<file path="src/rtl/tmr_serial_tx_if.sv">
// Word handshake between a producer and tmr_serial_tx, plus the per-frame
// fault-injection controls that are sampled on the same handshake edge.
interface tmr_serial_tx_if #(
    parameter int DATA_BITS = 8
);
    logic                 in_val;
    logic                 in_rdy;
    logic [DATA_BITS-1:0] in_data;
    logic                 fault_en;
    logic [1:0]           fault_lane;

    modport master (
        output in_val,
        output in_data,
        output fault_en,
        output fault_lane,
        input  in_rdy
    );

    modport slave (
        input  in_val,
        input  in_data,
        input  fault_en,
        input  fault_lane,
        output in_rdy
    );
endinterface

</file>
<file path="src/rtl/tmr_serial_tx.sv">
// Triple-redundant UART-style transmitter: start, DATA_BITS data bits LSB first,
// stop, replicated on three lanes with optional inversion of one lane per frame.
module tmr_serial_tx #(
    parameter int DATA_BITS    = 8,
    parameter int CLKS_PER_BIT = 4
) (
    input  logic            clk,
    input  logic            rst,
    tmr_serial_tx_if.slave  bus,
    output logic            lane0,
    output logic            lane1,
    output logic            lane2,
    output logic            busy
);
    localparam int              CW       = $clog2(DATA_BITS + 1);
    localparam logic [7:0]      DIV_LAST = 8'(CLKS_PER_BIT - 1);
    localparam logic [CW-1:0]   CNT_LAST = CW'(DATA_BITS - 1);

    typedef enum logic [1:0] {IDLE, START, DATA, STOP} state_t;

    state_t               state_reg;
    logic [DATA_BITS-1:0] shift_reg;
    logic [DATA_BITS-1:0] shift_dn;
    logic [7:0]           div_reg;
    logic [CW-1:0]        cnt_reg;
    logic [2:0]           mask_reg;
    logic [2:0]           mask_next;
    logic [2:0]           lanes_reg;
    logic                 busy_reg;
    logic                 bit_done;

    // fault_lane == 3 matches no lane, giving an all-zero mask
    genvar gi;
    generate
        for (gi = 0; gi < 3; gi++) begin : g_mask
            assign mask_next[gi] = bus.fault_en && (bus.fault_lane == 2'(gi));
        end
    endgenerate

    assign bit_done   = (div_reg == DIV_LAST);
    assign shift_dn   = shift_reg >> 1;
    assign bus.in_rdy = (state_reg == IDLE);
    assign lane0      = lanes_reg[0];
    assign lane1      = lanes_reg[1];
    assign lane2      = lanes_reg[2];
    assign busy       = busy_reg;

    always_ff @(posedge clk or posedge rst) begin
        if (rst) begin
            state_reg <= IDLE;
            shift_reg <= '0;
            div_reg   <= '0;
            cnt_reg   <= '0;
            mask_reg  <= '0;
            lanes_reg <= 3'b111;
            busy_reg  <= 1'b0;
        end else begin
            case (state_reg)
                IDLE: begin
                    if (bus.in_val) begin
                        shift_reg <= bus.in_data;
                        mask_reg  <= mask_next;
                        div_reg   <= '0;
                        cnt_reg   <= '0;
                        state_reg <= START;
                        busy_reg  <= 1'b1;
                        lanes_reg <= mask_next;          // start bit 0, masked
                    end
                end
                START: begin
                    if (bit_done) begin
                        div_reg   <= '0;
                        state_reg <= DATA;
                        lanes_reg <= {3{shift_reg[0]}} ^ mask_reg;
                    end else begin
                        div_reg <= div_reg + 8'd1;
                    end
                end
                DATA: begin
                    if (bit_done) begin
                        div_reg <= '0;
                        if (cnt_reg == CNT_LAST) begin
                            state_reg <= STOP;
                            lanes_reg <= ~mask_reg;      // stop bit 1, masked
                        end else begin
                            // lanes pick up the next bit as the register shifts
                            shift_reg <= shift_dn;
                            cnt_reg   <= cnt_reg + CW'(1);
                            lanes_reg <= {3{shift_dn[0]}} ^ mask_reg;
                        end
                    end else begin
                        div_reg <= div_reg + 8'd1;
                    end
                end
                STOP: begin
                    if (bit_done) begin
                        div_reg   <= '0;
                        state_reg <= IDLE;
                        lanes_reg <= 3'b111;
                        busy_reg  <= 1'b0;
                    end else begin
                        div_reg <= div_reg + 8'd1;
                    end
                end
                default: begin
                    state_reg <= IDLE;
                    lanes_reg <= 3'b111;
                    busy_reg  <= 1'b0;
                end
            endcase
        end
    end
endmodule

</file>
<file path="src/flat_wrapper.sv">
// flat-port wrapper written by rule: the top's interface ports become plain ports
module tmr_serial_tx_flat 
#(
    parameter int DATA_BITS    = 8,
    parameter int CLKS_PER_BIT = 4
)
  (clk, rst, lane0, lane1, lane2, busy, bus_in_val, bus_in_data, bus_fault_en, bus_fault_lane, bus_in_rdy);
  tmr_serial_tx_if #(.DATA_BITS(DATA_BITS)) bus_i ();
  input  logic clk;
  input  logic rst;
  output logic lane0;
  output logic lane1;
  output logic lane2;
  output logic busy;
  input wire logic [$bits(bus_i.in_val)-1:0] bus_in_val;
  input wire logic [$bits(bus_i.in_data)-1:0] bus_in_data;
  input wire logic [$bits(bus_i.fault_en)-1:0] bus_fault_en;
  input wire logic [$bits(bus_i.fault_lane)-1:0] bus_fault_lane;
  output wire logic [$bits(bus_i.in_rdy)-1:0] bus_in_rdy;
  assign bus_i.in_val = bus_in_val;
  assign bus_i.in_data = bus_in_data;
  assign bus_i.fault_en = bus_fault_en;
  assign bus_i.fault_lane = bus_fault_lane;
  assign bus_in_rdy = bus_i.in_rdy;
  tmr_serial_tx #(.DATA_BITS(DATA_BITS), .CLKS_PER_BIT(CLKS_PER_BIT)) u_core (.clk(clk), .rst(rst), .bus(bus_i), .lane0(lane0), .lane1(lane1), .lane2(lane2), .busy(busy));
endmodule
</file>
<file path="config.mk">
export PLATFORM = sky130hd
export DESIGN_NAME = tmr_serial_tx_flat
export DESIGN_NICKNAME = d
export VERILOG_FILES = /design/src/rtl/tmr_serial_tx_if.sv /design/src/rtl/tmr_serial_tx.sv /design/src/flat_wrapper.sv
export SDC_FILE = /design/constraint.sdc
export NUM_CORES = 1
export LEC_CHECK = 0
export CAP_MARGIN = 20
export CORE_ASPECT_RATIO = 1.5
export CORE_MARGIN = 1.5
export CORE_UTILIZATION = 62
export CTS_BUF_LIST = sky130_fd_sc_hd__clkbuf_8
export DETAILED_ROUTE_END_ITERATION = 7
export GPL_TIMING_DRIVEN = 0
export HOLD_SLACK_MARGIN = 0.15
export PLACE_DENSITY = 0.88
export SLEW_MARGIN = 25
export SYNTH_ARGS = -nofsm -noshare
export SYNTH_HDL_FRONTEND = slang
export SYNTH_SLANG_ARGS = --single-unit
export TNS_END_PERCENT = 5
</file>
<file path="constraint.sdc">
create_clock -name clk -period 4.86 [get_ports clk]
set_clock_uncertainty 0.2 [all_clocks]
set_input_delay 0.729 -clock clk [delete_from_list [all_inputs] [get_ports clk]]
set_output_delay 0.729 -clock clk [all_outputs]
set_load 0.02 [all_outputs]
</file>
==> impl_results.rst, run 1 <==
.. list-table::
   :header-rows: 1

   * - Metric
     - Value
   * - Run status
     - complete, no violations
   * - Startpoint kind of the worst setup timing path
     - flip-flop
   * - Compound-gate portion of the synthesized area
     - 23.4%
   * - Placer's final routability congestion estimate
     - between 0.8 and 0.9
   * - Number of hold violations in the final report
     - 0
   * - Cell chosen for the clock root
     - sky130_fd_sc_hd__clkbuf_8
   * - Cell area after layout
     - 1950 um^2
   * - Maximum number of pins on one net before global-route repair
     - 30
   * - Number of enable flip-flop cells after synthesis
     - 0
   * - Initial core utilization
     - 66.6%
   * - Total area of multi-input combinational cells
     - 875 um^2
   * - Final period util
     - 53.2%
   * - Die Width
     - roughly 45 um
   * - Number of antenna-violating nets in the routed design
     - 0
   * - Total of max-cap violations
     - 0
   * - Total inserted antenna cells
     - 0
   * - Combined flip-flop and latch cell area
     - 729 um^2
   * - RSZ-0062 raised after global routing
     - false
   * - Final worst path period need
     - 2.59 ns
   * - Most used flip-flop cell after synthesis
     - sky130_fd_sc_hd__dfrtp_1
   * - Inserted Clock Buffers
     - 5
   * - CTS Hold Buffers Added
     - 0
   * - Critical Setup Path Class
     - flip-flop to output port
   * - Layout overhead on the synthesized area
     - 18.2%
   * - Aggregate routed wire length
     - 3830 um
   * - Multiplexer area fraction after synthesis
     - 5.16%
   * - Number of buffers on the longest clock path
     - 2
   * - Worst-Margin Slew
     - slightly above 0.6 ns
   * - Post-Synthesis Net Count
     - 186
   * - Synth async-reset ratio
     - 100%
   * - Data required time at the worst endpoint
     - 3.93 ns
   * - Number of setup violations in the final report
     - 0
   * - Synthesized area per cell
     - 9.93 um^2
   * - Kind of path behind the tightest hold check
     - flip-flop to flip-flop
   * - Register clock-pin slew on the reported worst setup and hold paths
     - around 0.06 ns
   * - Vias per cell
     - 6.65
   * - Count of cell types in the netlist
     - 43
   * - Share of Yosys cell area claimed by the top area cell type
     - 39.5%
   * - Count of buffer and inverter cells on the critical path
     - 2
   * - CTS resizes
     - 0
   * - # nets final
     - between 200 and 250
   * - Row count
     - 22
   * - DIE AREA
     - 2980 um^2
   * - Number of H-tree levels
     - 2
   * - Setup tns final
     - 0 ns
   * - Post-synthesis share of cell area spent on and, or, nand and nor gates
     - 20.0%
   * - Chip Height
     - 66.2 um
   * - Post-synth top area cell
     - sky130_fd_sc_hd__dfrtp_1
   * - Yosys warnings
     - 0
   * - Violation count after the first detailed-route iteration
     - 71
   * - Fraction of the yosys area taken by sequential cells
     - 44.2%
   * - Antenna violations before repair
     - 0
   * - Highest ir drop seen on vdd
     - 345 uV
   * - Detailed Routing Iterations Pass 1
     - 4
   * - Crit-path max FO
     - 4
   * - Reported leakage power
     - 0.820 nW
   * - Cell with the most instances after synthesis
     - sky130_fd_sc_hd__dfrtp_1
   * - Post-Syn Area
     - approximately 1600 um^2
   * - Estimated wirelength of the detail-placed design
     - approximately 2900 um
   * - Total clock sinks
     - 29
   * - Crit path DAT
     - 1.66 ns
   * - Overall routing resource usage
     - 30.9%
   * - Largest family of logic cells by synthesized area
     - compound AO/OA/AOI/OAI gates
   * - Max Transition Viols Final
     - 0
   * - Remaining Overflow, GRT
     - 0
   * - Placed instance area
     - 1860 um^2
   * - Synth top area cells
     - sky130_fd_sc_hd__dfrtp_1, sky130_fd_sc_hd__o21ai_0, sky130_fd_sc_hd__dfstp_2, sky130_fd_sc_hd__ha_1, sky130_fd_sc_hd__nand2_1
   * - Average wire per cell in the routed design
     - 17.7 um
   * - Post-CTS repair timing setup buffer count
     - 0
   * - Cell Pwr Density
     - 683 nW/um^2
   * - Series of cell instances along the critical path
     - inv_1 > ha_1 > clkdlybuf4s50_1
   * - Area share of fa/ha/maj cells after synthesis
     - 4.55%
   * - Synth Instances
     - 166
   * - Cell types with the highest counts after synthesis
     - sky130_fd_sc_hd__dfrtp_1, sky130_fd_sc_hd__o21ai_0, sky130_fd_sc_hd__nand2_1, sky130_fd_sc_hd__nand3_1
   * - Fill cell total of the finished layout
     - 176
   * - Maximum single-stage delay on the critical path
     - 0.63 ns
   * - Yosys reg bits
     - 29
   * - CP max stage cell
     - sky130_fd_sc_hd__clkdlybuf4s50_1
   * - Total vias in the final route
     - 1437
   * - Latest clock arrival within the worst-skew pair
     - roughly 0.28 ns
   * - Core area
     - roughly 2500 um^2
   * - Io pins
     - 19
   * - Count of unresolved DRC violations after routing
     - 0
   * - CTS tree
     - yes
   * - Via count of the first global-routing pass
     - 1545
   * - Top delay family on crit path
     - buffers and inverters
   * - Wire length of the first global-routing pass
     - 6670 um
   * - Sort of element at the end of the critical path
     - output port
   * - Total power of the final layout
     - between 1 and 1.5 mW
   * - Share of layout cells above drive strength 1
     - between 10 and 15%
   * - Achievable Freq
     - 387 MHz
   * - IO buf count
     - 18
   * - Worst slew slack as a fraction of its limit
     - 59.1%
   * - Synthesized-area fraction occupied by xor and xnor cells
     - 0%
==> routing by layer <==
layer / vias to the layer above / GRT usage (%) / share of wire [%]
li1: 684 / - / -
met1: 702 / 31.1 / 36
met4: 0 / 12.9 / 2.1
met5: - / 0 / 0
met2: 42 / 56.1 / 57
met3: 9 / 9.29 / 4.3
==> logic make-up (layout without fill, tap and decap cells) <==
group                    after synthesis  after routing
AO/OA/AOI/OAI                         58             58
adder cells (fa/ha/maj)                6              6
buffers and inverters                 11             37
flip-flops                            29             29
multiplexers                           8              8
AND/OR/NAND/NOR                       54             54
==> metrics by stage <==
| stage | util [%] | hold WS, ns | setup slack [ns] | instances |
|---|---|---|---|---|
| 2_1_floorplan | - | 0.256 | 2.87 | 166 |
| 3_3_place_gp | 75.1 | 0.277 | 2.26 | 208 |
| 3_5_place_dp | 75.1 | 0.278 | 2.28 | 208 |
| 4_1_cts | 78.7 | 0.293 | 2.26 | 216 |
| 5_1_grt | 78.7 | 0.301 | 2.21 | 216 |
| 6_report | 78.7 | 0.299 | 2.27 | 216 |
==> path summary, 6_finish.rpt <==
check / slack (ns) / end / cells past startpoint / start
setup reg to reg: 2.67 / u_core.shift_reg[7] / 7 / u_core.state_reg[0]
max in group asynchronous: 3.41 / u_core.shift_reg[3] / 2 / rst
min in group asynchronous: 0.64 / u_core.busy / 2 / rst
hold / removal: 0.30 / u_core.shift_reg[4] / 1 / u_core.shift_reg[4]
hold reg to reg: 0.30 / u_core.shift_reg[4] / 1 / u_core.shift_reg[4]
setup / recovery: 2.27 / bus_in_rdy / 3 / u_core.state_reg[0]
==> power by group <==
part	switching [mW]	internal [mW]
Clock	0.0868	0.111
Sequential	0.0887	0.351
Combinational	0.409	0.285
==> cells in the final DEF, fill, tap and decap left out, drive strengths merged, types with 4 or more instances in the layout <==
master | netlist | layout
a21oi | 7 | 7
clkdlybuf4s50 | 0 | 18
nand2b | 5 | 5
mux2 | 4 | 4
inv | 5 | 7
a31oi | 4 | 4
nand4 | 5 | 5
ha | 6 | 6
dfrtp | 26 | 26
nand2 | 15 | 15
nor2 | 5 | 5
mux2i | 4 | 4
clkbuf | 3 | 9
o21ai | 22 | 22
o31ai | 5 | 5
nand3 | 9 | 9
==> cell type report <==
| class | instances | area share [%] |
|---|---|---|
| Buffer | 6 | 1.35 |
| Inverter | 5 | 0.963 |
| Clock buffer | 6 | 4.24 |
| Timing Repair Buffer | 18 | 9.24 |
| Tap cell | 24 | 1.54 |
| Multi-Input combinational cell | 126 | 44.9 |
| Clock inverter | 2 | 0.385 |
| Sequential cell | 29 | 37.4 |
Power figures use the tool's default switching activity.
==> run 2, diff against run 1 <==
- CORE_UTILIZATION: 62 -> 58
- PLACE_DENSITY: 0.88 -> 0.83
- clock period: 4.86 -> 2.6 ns (I/O delays scaled with it)
==> run 2 against run 1 <==
  * Count of clock-buffer cells in the layout unchanged
  * Flip-flop and latch count unchanged
  * Via count about the same
  * Hold slack got worse by 0.0056 ns
  * Largest cell class unchanged
  * Critical path depth unchanged
  * Non-clock buffer count unchanged
  * Clock power increased by 91%
==> impl_results.rst, run 2 (synthesis gave the netlist of run 1 again) <==
.. list-table::
   :header-rows: 1

   * - Metric
     - Value
   * - Count of buffer and inverter cells on the critical path
     - 2 (unchanged)
   * - Placed instance area
     - 1880 um^2 (+0.88%)
   * - Switching fraction of total power
     - 44.1% (+0.20 points)
   * - Worst-Margin Slew
     - 0.592 ns (-0.0207 ns)
   * - Number of hold violations in the final report
     - 0 (unchanged)
   * - Layout overhead on the synthesized area
     - 19.2%
   * - Register-to-register path setup slack
     - 0.37 ns (-2.30 ns)
   * - Highest ir drop seen on vdd
     - 668 uV (+94%)
   * - Io pins
     - 19 (unchanged)
   * - Reg2reg end
     - u_core.lanes_reg[2]
   * - Crit-path max FO
     - 4 (unchanged)
   * - Detailed Routing Iterations Pass 1
     - 4 (unchanged)
   * - Run status
     - complete, no violations
   * - Final period util
     - 87.2%
   * - Startpoint of the worst-slack reg-to-reg timing path
     - u_core.state_reg[0]
   * - Cell Pwr Density
     - 1270 nW/um^2 (+86%)
   * - Chip Height
     - 68.3 um (+3.2%)
   * - Top delay family on crit path
     - buffers and inverters
   * - Maximum number of pins on one net before global-route repair
     - 30 (unchanged)
   * - Initial core utilization
     - 61.6% (-4.9 points)
   * - Via count of the first global-routing pass
     - 1458 (-5.6%)
   * - Estimated wirelength of the detail-placed design
     - 2810 um (-1.7%)
   * - Register clock-pin slew on the reported worst setup and hold paths
     - 0.06 ns (about the same)
   * - Number of H-tree levels
     - 2 (unchanged)
   * - CTS Hold Buffers Added
     - 0 (unchanged)
   * - IO buf count
     - 18 (unchanged)
   * - Cell area after layout
     - 1970 um^2 (+0.83%)
   * - Average wire per cell in the routed design
     - 16.7 um (-5.8%)
   * - Reported leakage power
     - 0.820 nW (unchanged)
   * - Placer's final routability congestion estimate
     - 0.872 (+4.4%)
   * - CTS resizes
     - 0 (unchanged)
   * - Total clock sinks
     - 29 (unchanged)
   * - Kind of path behind the tightest hold check
     - primary input to asynchronous set/reset pin
   * - Overall routing resource usage
     - 29.4% (-1.5 points)
   * - CTS tree
     - yes
   * - Number of antenna-violating nets in the routed design
     - 0 (unchanged)
   * - Wire length of the first global-routing pass
     - 6550 um (-1.9%)
   * - Critical Setup Path Class
     - flip-flop to output port
   * - Count of unresolved DRC violations after routing
     - 0 (unchanged)
   * - Commonest cells after routing, fill and taps aside
     - sky130_fd_sc_hd__dfrtp_1, sky130_fd_sc_hd__o21ai_0, sky130_fd_sc_hd__clkdlybuf4s50_1
   * - Violation count after the first detailed-route iteration
     - 55 (-23%)
   * - Post-CTS repair timing setup buffer count
     - 0 (unchanged)
   * - Data required time at the worst endpoint
     - 2.01 ns (-1.92 ns)
   * - # nets final
     - 211 (unchanged)
   * - Number of gates on the worst path with buffers counted
     - 3 (unchanged)
   * - Startpoint kind of the worst setup timing path
     - flip-flop
   * - Achievable Freq
     - 441 MHz
   * - Maximum single-stage delay on the critical path
     - 0.64 ns (about the same)
   * - Total inserted antenna cells
     - 0 (unchanged)
   * - Core area
     - 2680 um^2 (+8.0%)
   * - Timing startpoint of the critical path
     - u_core.state_reg[0]
   * - DIE AREA
     - 3180 um^2 (+6.5%)
   * - Count of cells along the worst register-to-register path
     - 8 (+1)
   * - Cell chosen for the clock root
     - sky130_fd_sc_hd__clkbuf_8
   * - RSZ-0062 raised after global routing
     - false
   * - Sort of element at the end of the critical path
     - output port
   * - Share of layout cells above drive strength 1
     - 12.5% (unchanged)
   * - Final worst path period need
     - 2.27 ns
   * - Row count
     - 23 (+4.5%)
   * - Commonest non-fill, non-tap cell in the layout
     - sky130_fd_sc_hd__dfrtp_1
   * - Max Transition Viols Final
     - 0 (unchanged)
   * - CP max stage cell
     - sky130_fd_sc_hd__clkdlybuf4s50_1
   * - Series of cell instances along the critical path
     - inv_1 > ha_1 > clkdlybuf4s50_1
   * - Logic gate share of total power
     - 52.0% (about the same)
   * - Latest clock arrival within the worst-skew pair
     - 0.28 ns (about the same)
   * - Number of buffers on the longest clock path
     - 2 (unchanged)
   * - Clock power frac
     - 15.2% (+0.4 points)
   * - Number of setup violations in the final report
     - 0 (unchanged)
   * - Remaining Overflow, GRT
     - 0 (unchanged)
   * - Die Width
     - 46.5 um (+3.2%)
   * - Worst slew slack as a fraction of its limit
     - 60.5% (+1.4 points)
   * - Internal power of the cells
     - 1.40 mW (+87%)
   * - Aggregate routed wire length
     - 3820 um (-0.18%)
   * - Setup tns final
     - 0 ns (unchanged)
   * - Worst setup endpoint
     - bus_in_rdy
   * - Crit path DAT
     - 1.68 ns (+0.02 ns)
   * - Seq pwr share
     - 32.8% (-0.3 points)
   * - Antenna violations before repair
     - 0 (unchanged)
   * - Vias per cell
     - 6.27 (-5.7%)
   * - Inserted Clock Buffers
     - 5 (unchanged)
   * - Switching power
     - 1.10 mW (+88%)
   * - Total of max-cap violations
     - 0 (unchanged)
   * - Total vias in the final route
     - 1436 (-0.070%)
## run 2: cell counts in the layout (fill, tap and decap cells not counted)
No cell type changed its count.
## run 2: routing by layer
layer | global-route usage (%) | routed length, um | up-vias
li1 | - | - | 688
met1 | 32.3 | 1470 | 704
met2 | 51.7 | 2150 | 38
met3 | 6.33 | 149 | 6
met4 | 13.6 | 57 | 0
met5 | 0 | 0 | -
## run 2: power by group through the flow
| stage | combinational [mW] | clock [mW] | sequential (mW) |
|---|---|---|---|
| after floorplan | 0.932 | 0 | 0.819 |
| after global placement | 1.24 | 0 | 0.807 |
| after detailed placement | 1.29 | 0 | 0.822 |
| after CTS | 1.30 | 0.386 | 0.817 |
| after global routing | 1.46 | 0.401 | 0.842 |
| final | 1.30 | 0.379 | 0.819 |
## run 2: worst min-delay path by stage
stage / start / end / slack (ns)
CTS: rst / u_core.cnt_reg[2] / 0.31
finish: rst / u_core.div_reg[2] / 0.29
global route: u_core.shift_reg[5] / u_core.shift_reg[5] / 0.33
detailed placement: u_core.shift_reg[7] / u_core.shift_reg[7] / 0.30
floorplan: u_core.shift_reg[4] / u_core.shift_reg[4] / 0.26
global placement: u_core.shift_reg[4] / u_core.shift_reg[4] / 0.28
## run 2: worst register-to-register path, stage by stage (launching register included)
cell	delay [ns]
sky130_fd_sc_hd__dfrtp_1	0.41
sky130_fd_sc_hd__inv_1	0.10
sky130_fd_sc_hd__ha_1	0.25
sky130_fd_sc_hd__buf_2	0.26
sky130_fd_sc_hd__inv_1	0.12
sky130_fd_sc_hd__nor2_1	0.17
sky130_fd_sc_hd__clkbuf_1	0.38
sky130_fd_sc_hd__o21ai_0	0.17
sky130_fd_sc_hd__o21ai_0	0.10
## run 2: cell type report
class	instances	area, um^2
Inverter	5	18.8
Fill cell	209	711
Timing Repair Buffer	18	180
Buffer	6	26.3
Clock inverter	2	7.51
Tap cell	37	46.3
Multi-Input combinational cell	126	875
Clock buffer	6	82.6
Sequential cell	29	729
## run 2: per-stage QoR
stage | total power, mW | std cells | hold slack (ns) | setup WS (ns) | util, %
after floorplan | 1.75 | 166 | 0.256 | 0.615 | -
after global placement | 2.05 | 221 | 0.279 | 0.327 | 70.1
after detailed placement | 2.11 | 221 | 0.296 | 0.346 | 70.1
after CTS | 2.50 | 229 | 0.312 | 0.332 | 73.4
after global routing | 2.70 | 229 | 0.327 | 0.126 | 73.4
final | 2.50 | 229 | 0.294 | 0.333 | 73.4
